==> src/rtl/counter_ctrl.sv <==
// rtl/counter_ctrl.sv - run/step/direction pushbutton controller for a 4-bit up/down counter
// Optional feature: define AUTO_REVERSE_EN to flip count_dir at the count end points.
module counter_ctrl #(
  parameter int DB_CYCLES = 4
) (
  input  logic       clk,
  input  logic       reset,
  input  logic       btn_run,
  input  logic       btn_step,
  input  logic       btn_dir,
  input  logic [3:0] count,
  output logic       enable,
  output logic       count_dir
);

  typedef enum logic [1:0] {IDLE, RUN, STEP} state_t;

  localparam logic [7:0] DB_LAST = 8'(DB_CYCLES - 1);

  // Bit 0 = run, bit 1 = step, bit 2 = dir throughout.
  logic [2:0] raw;
  logic [2:0] sync1_q, sync2_q;
  logic [2:0] level_q, level_d, level_dly_q, press_q;
  logic [7:0] db_cnt_q [3];
  logic [7:0] db_cnt_d [3];

  state_t state_q, state_d;
  logic   enable_q, enable_d;
  logic   dir_q, dir_d;

  assign raw       = {btn_dir, btn_step, btn_run};
  assign enable    = enable_q;
  assign count_dir = dir_q;

  always_comb begin
    for (int i = 0; i < 3; i++) begin
      level_d[i]  = level_q[i];
      db_cnt_d[i] = '0;
      if (sync2_q[i] != level_q[i]) begin
        if (db_cnt_q[i] == DB_LAST) begin
          level_d[i] = sync2_q[i];
        end else begin
          db_cnt_d[i] = db_cnt_q[i] + 8'd1;
        end
      end
    end
  end

  always_comb begin
    state_d = state_q;
    case (state_q)
      IDLE: begin
        if (press_q[0]) begin
          state_d = RUN;
        end else if (press_q[1]) begin
          state_d = STEP;
        end
      end
      RUN: begin
        if (press_q[0]) begin
          state_d = IDLE;
        end
      end
      STEP:    state_d = IDLE;
      default: state_d = IDLE;
    endcase
    enable_d = (state_d != IDLE);

    dir_d = dir_q;
    if (press_q[2]) begin
      dir_d = ~dir_q;
    end
`ifdef AUTO_REVERSE_EN
    else if (enable_q && dir_q && (count == 4'hF)) begin
      dir_d = 1'b0;
    end else if (enable_q && !dir_q && (count == 4'h0)) begin
      dir_d = 1'b1;
    end
`endif
  end

`ifndef AUTO_REVERSE_EN
  logic unused_count;
  assign unused_count = ^count;
`endif

  always_ff @(posedge clk or posedge reset) begin
    if (reset) begin
      sync1_q     <= '0;
      sync2_q     <= '0;
      level_q     <= '0;
      level_dly_q <= '0;
      press_q     <= '0;
      for (int i = 0; i < 3; i++) begin
        db_cnt_q[i] <= '0;
      end
      state_q  <= IDLE;
      enable_q <= 1'b0;
      dir_q    <= 1'b1;
    end else begin
      sync1_q     <= raw;
      sync2_q     <= sync1_q;
      level_q     <= level_d;
      level_dly_q <= level_q;
      // Rising edge of the debounced level only; releases are silent.
      press_q     <= level_q & ~level_dly_q;
      for (int i = 0; i < 3; i++) begin
        db_cnt_q[i] <= db_cnt_d[i];
      end
      state_q  <= state_d;
      enable_q <= enable_d;
      dir_q    <= dir_d;
    end
  end

endmodule

==> config.mk <==
export PLATFORM = sky130hd
export DESIGN_NAME = counter_ctrl
export DESIGN_NICKNAME = d
export VERILOG_FILES = /design/src/rtl/counter_ctrl.sv
export SDC_FILE = /design/constraint.sdc
export NUM_CORES = 1
export LEC_CHECK = 0
export CAP_MARGIN = 20
export CORE_MARGIN = 1
export CORE_UTILIZATION = 30
export DETAILED_ROUTE_END_ITERATION = 10
export GPL_ROUTABILITY_DRIVEN = 0
export HOLD_SLACK_MARGIN = 0.15
export PLACE_DENSITY = 0.57
export SETUP_SLACK_MARGIN = 0.02
export SKIP_LAST_GASP = 1
export SLEW_MARGIN = 30
export SYNTH_ARGS = -nofsm -noshare
export SYNTH_HDL_FRONTEND = slang
export SYNTH_SLANG_ARGS = --single-unit
==> constraint.sdc <==
create_clock -name clk -period 2.25 [get_ports clk]
set_clock_uncertainty 0.2 [all_clocks]
set_input_delay 0.45 -clock clk [delete_from_list [all_inputs] [get_ports clk]]
set_output_delay 0.45 -clock clk [all_outputs]
set_load 0.005 [all_outputs]
==> summary.txt, run 1 <==
STA
  • Max-slew violation count: 0
  • Slew headroom: 71.9%
  • Final setup fails: 0
  • RSZ-0062 raised after global routing: no
  • Tightest Pin Transition: 0.420 ns
  • Final hold vios: 0
  • Max Freq: 0.505 GHz
  • Fin worst setup slack: 0.271 ns
  • Fin crit period: 1.98 ns
  • Total negative slack: 0 ns
  • Final period utilization: 88.0%

Critical path
  • Worst EP required: 1.60 ns
  • Flop2flop setup slack: 0.33 ns
  • CP bufs+invs: 1
  • R2R Path End: level_q[1]
  • Critical path's top delay family: flip-flops
  • Crit path cell chain: clkdlybuf4s50_1
  • Setup Crit Path Kind: flip-flop to primary output
  • CP max-delay cell: dfstp_2
  • WP data arrival: 1.33 ns
  • Worst r2r path cells: 4
  • Slowest Stage Delay on Critical Path: 0.54 ns
  • Reg2reg start: db_cnt_q[8]
  • Crit path capture type: primary output
  • Crit-path max FO: 2
  • Setup crit start kind: flip-flop

Clocking
  • Cts bufs inserted: 5
  • Clk_lat worst skew: 0.29 ns
  • Clock slew at reported path FFs: 0.09 ns
  • # resized after CTS: 0
  • CTS sink count: 43
  • CTS Hold Bufs: 0
  • Setup bufs post-CTS: 0
  • H-tree depth: 2
  • CTS tree: built
  • Root Buffer: clkbuf_8
  • Longest Clk Path Bufs: 2

Power
  • Pwr/cell area: 1050 nW/um^2
  • Internal power: 1580 uW
  • Register share of total power: 50.5%
  • Switching Share: 28.4%
  • Net Sw Power: 626 uW
  • Clock share of power: 28.4%
  • Max VDD drop: 0.449 mV
  • Combinational share of power: 21.2%
  • Leak Pwr: 0.000883 uW

Final layout
  • Commonest non-fill, non-tap cell in the layout: dfrtp_1
  • # diodes: 0
  • Most frequent cells in the layout: 42 x dfrtp_1, 13 x nor2_1, 11 x nand3_1
  • Final #Nets: 176
  • Layout cells sized above 1: 11.1%
  • Multi-input logic area: 709 sq um
  • Fillers: 539
  • Area Growth Syn to Fin: 15.9%
  • Sequential Area: 1080 sq um

Global routing
  • Pin count of the biggest net entering global routing: 44
  • First-pass GRT wire length: 4710 um
  • All-Layer GR Usage: 9.85%
  • Vias in the first global route: 1115
  • Initial antenna violation count: 0
  • Remaining global-route overflow: 0

Worst hold path
  • Worst hold stages: 0
  • Hold_sp: sync1_q[1]
  • Hold Path End: sync2_q[1]
  • Worst min path class: flip-flop to flip-flop

Synth
  • Yosys reg bits: 43
  • Cell count after synthesis: 148
  • YS warnings: 0
  • Syn Area/Cell: 12.2 sq um
  • Synthesized area: 1810 sq um
  • Post-synth net total: 163
  • Synth cell types: 25
  • Register area share after synthesis: 59.7%

Floorplanning
  • Total Die Area: 6330 sq um
  • IO Count: 11
  • Core Region: 5640 sq um
  • Initial core utilization: 32.0%
  • Site row count: 27
  • Die Height: 79.6 um
  • Die span in x: 79.6 um

Routing
  • Post-DRT Antenna Nets: 0
  • DR pass1 iterations: 4
  • 1st-iter DRT viols: 44
  • Detailed Route WL: 2650 um
  • DRC: 0
  • Wire per inst: 11.3 um
  • Vias per Instance: 4.74
  • Via Count: 1110

Placement
  • Number of I/O port buffers: 6
  • Dpl hpwl: 1890 um
  • Pre-CTS WS: 0.326 ns

Run status
  • Result of the run: finished clean

Flow run
  • Total of max-cap violations: 0
stage by stage:
stage,total power [uW],cell area [sq um],cells,hold slack [ns],util (%)
after global routing,2370,2090,234,0.157,37.1
after detailed placement,1610,1970,226,0.136,35.0
after global placement,1590,1970,226,0.132,35.0
after CTS,2250,2090,234,0.156,37.1
final,2200,2090,234,0.152,37.1
after floorplan,1460,1810,148,0.131,-
cells by family after synthesis:
family	Yosys count	synth area share, %
and+or+nand+nor	55	17.5
buffers and inverters	5	1.04
xor gates and xnor gates	15	7.28
DFF	43	59.7
AOI/OAI and AO/OA	21	8.45
adders and majority gates	6	4.16
muxes	3	1.87
state kept, by name, summed over array words and instances, names as in the netlist, 2 cells and up:
name and cells:
db_cnt_q 24, level_dly_q 3, level_q 3, press_q 3, state_q 2, sync1_q 3, sync2_q 3
synth_stat cells (all sizes together):
master	count	share of area, %
or3	9	3.1
mux2	3	1.9
nor4	2	1.4
inv	4	0.83
o21ai	9	2.5
nand3	11	3.0
xor2	8	3.9
or4b	2	1.5
o41ai	2	3.0
dfrtp	42	58
and2	3	1.0
clkbuf	1	0.21
or2	1	0.35
nand2	5	1.0
a21o	1	0.42
nor2	13	2.7
a21oi	9	2.5
xnor2	7	3.4
nor3	1	0.28
dfstp	1	1.5
nor2b	3	1.0
nor4b	2	0.97
nand4	3	1.0
ha	6	4.2
area by class of cell:
class	count	area share, %
multi-input cells	100	33.9
flip-flops and latches	43	51.5
clock inverters	2	1.85
well taps	72	4.30
inverters	4	0.717
repair buffers	7	3.83
clock buffers	6	3.95
worst max path at each step:
stage / startpoint / endpoint / slack [ns] / cells past startpoint
detailed placement: db_cnt_q[8] / level_q[1] / 0.33 / 4
floorplan: db_cnt_q[8] / level_q[1] / 0.40 / 4
CTS: count_dir / count_dir / 0.24 / 1
finish: count_dir / count_dir / 0.27 / 1
global route: count_dir / count_dir / 0.21 / 1
global placement: db_cnt_q[8] / level_q[1] / 0.32 / 4
power groups by stage:
stage                     clock (uW)  combinational, uW  sequential [uW]
after floorplan                    0                362             1100
after global placement             0                467             1120
after detailed placement           0                477             1130
after CTS                        657                478             1120
after global routing             693                528             1140
final                            625                466             1110
per-layer routing:
layer	up-vias	GRT usage, %	wire (um)
met3	4	3.43	84
li1	544	-	-
met2	18	17.3	1350
met1	544	10.0	1180
met4	0	5.82	48
met5	-	0	0
(Power assumes the default switching activity.)
==> run 2, diff against run 1 <==
Settings changed: REMOVE_ABC_BUFFERS from default to 1.
==> run 2 against run 1 <==
  * Fmax grew 1.3%
  * Non-clock buffer count stayed put
  * Register-to-register slack worse by 0.03 ns
  * Worst hold slack hardly changed
  * Combinational power up 0.9%
  * First-iteration DRC count decreased by 45%
  * Critical endpoint is now level_q[1]
  * Largest power group unchanged
  * Highest routed layer unchanged
==> summary.txt, run 2 (synthesis results as in run 1) <==
Run status
  • Result of the run: finished clean

Critical path
  • CP bufs+invs: 0
  • Setup crit start kind: flip-flop
  • WP data arrival: 1.93 ns
  • Worst setup path startpoint: db_cnt_q[8]
  • Crit-path max FO: 6
  • Slowest Stage Delay on Critical Path: 0.49 ns
  • Worst EP required: 2.22 ns
  • Critical path's top delay family: simple AND/OR/NAND/NOR gates
  • Crit path cell chain: ha_1 > or4b_4 > nor4_2 > mux2_1
  • Reg2reg start: db_cnt_q[8]
  • CP max-delay cell: or4b_4
  • Crit path capture type: flip-flop
  • Setup Crit Path Kind: flip-flop to flip-flop

Final layout
  • # diodes: 0
  • Final #Nets: 176
  • Most frequent cells in the layout: 42 x dfrtp_1, 13 x nor2_1, 11 x nand3_1
  • Design Area, Final: 2090 sq um
  • Core Util, Final: 37.0%
  • Largest Register: db_cnt_q
  • Layout cells sized above 1: 11.1%
  • Area Growth Syn to Fin: 15.7%
  • Non-Filler Instances: 234
  • Max FFs per register: 24
  • Commonest non-fill, non-tap cell in the layout: dfrtp_1

Routing
  • DRC: 0
  • Via Count: 1116
  • Detailed Route WL: 2720 um
  • 1st-iter DRT viols: 24
  • Wire per inst: 11.6 um
  • Post-DRT Antenna Nets: 0
  • Vias per Instance: 4.77
  • DR pass1 iterations: 4

Global routing
  • First-pass GRT wire length: 4840 um
  • Remaining global-route overflow: 0
  • All-Layer GR Usage: 9.85%
  • Pin count of the biggest net entering global routing: 44
  • Initial antenna violation count: 0
  • Vias in the first global route: 1118

Floorplanning
  • Site row count: 27
  • Total Die Area: 6330 sq um
  • Core Region: 5640 sq um
  • Die Height: 79.6 um
  • Die span in x: 79.6 um
  • Initial core utilization: 32.0%
  • IO Count: 11

Clocking
  • Clk_lat worst skew: 0.28 ns
  • Longest Clk Path Bufs: 2
  • Root Buffer: clkbuf_8
  • CTS Hold Bufs: 0
  • Cts bufs inserted: 5
  • Clock slew at reported path FFs: 0.08 ns
  • Setup bufs post-CTS: 0
  • CTS tree: built
  • # resized after CTS: 0
  • CTS sink count: 43
  • H-tree depth: 2

Placement
  • Number of I/O port buffers: 6
  • Placed inst area: 1970 sq um
  • Placed insts: 226
  • Dpl hpwl: 1880 um

STA
  • Total negative slack: 0 ns
  • Final setup fails: 0
  • RSZ-0062 raised after global routing: no
  • Final hold vios: 0
  • Final period utilization: 86.9%
  • Max Freq: 0.512 GHz
  • Fin crit period: 1.95 ns
  • Max-slew violation count: 0
  • Slew headroom: 69.0%
  • Worst hold slack: 0.152 ns
  • Tightest Pin Transition: 0.459 ns

Power
  • Pwr/cell area: 1050 nW/um^2
  • Max VDD drop: 0.509 mV
  • Leak Pwr: 0.000883 uW

Worst hold path
  • Worst min path class: flip-flop to flip-flop
  • Hold_sp: sync1_q[1]

Flow run
  • Total of max-cap violations: 0
## run 2: stage by stage
stage | power [uW] | worst slack, ns
3_5_place_dp | 1620 | 0.308
4_1_cts | 2230 | 0.283
5_1_grt | 2350 | 0.153
6_report | 2190 | 0.296
3_3_place_gp | 1580 | 0.339
2_1_floorplan | 1460 | 0.399
## run 2: cell type report
type                            instances  area [sq um]
Clock inverter                          2          35.0
Fill cell                             528          3550
Timing Repair Buffer                    7          80.1
Clock buffer                            6          82.6
Inverter                                4          15.0
Multi-Input combinational cell        100           709
Tap cell                               72          90.1
Sequential cell                        43          1080
## run 2: worst register-to-register path, delay by kind of cell, from the launching register on
family        cells  cell delay [ns]
flops             1             0.45
fa+ha+maj         1             0.20
simple gates      2             0.66
mux               1             0.34
## run 2: routing by layer
metal	share of wire [%]	vias to the layer above	global-route usage [%]	wire, um
met1	48	562	12.0	1300
met3	2.4	2	2.40	65
met4	1.1	0	4.36	31
li1	-	538	-	-
met2	49	14	16.4	1320
met5	0	-	0	0
## run 2: power by group
group / switching (uW) / total, uW / internal [uW]
logic: 219 / 470 / 251
clock network: 242 / 601 / 359
registers: 160 / 1120 / 962
total: 620 / 2190 / 1570
## run 2: worst paths after layout
path                           endpoint  slack (ns)  depth (start not counted)
setup / recovery             level_q[1]        0.30                          4
setup reg to reg             level_q[1]        0.30                          4
hold reg to reg              sync2_q[1]        0.15                          0
min in group asynchronous  db_cnt_q[12]        0.33                          3
max in group asynchronous     count_dir        1.26                          3
hold / removal               sync2_q[1]        0.15                          0
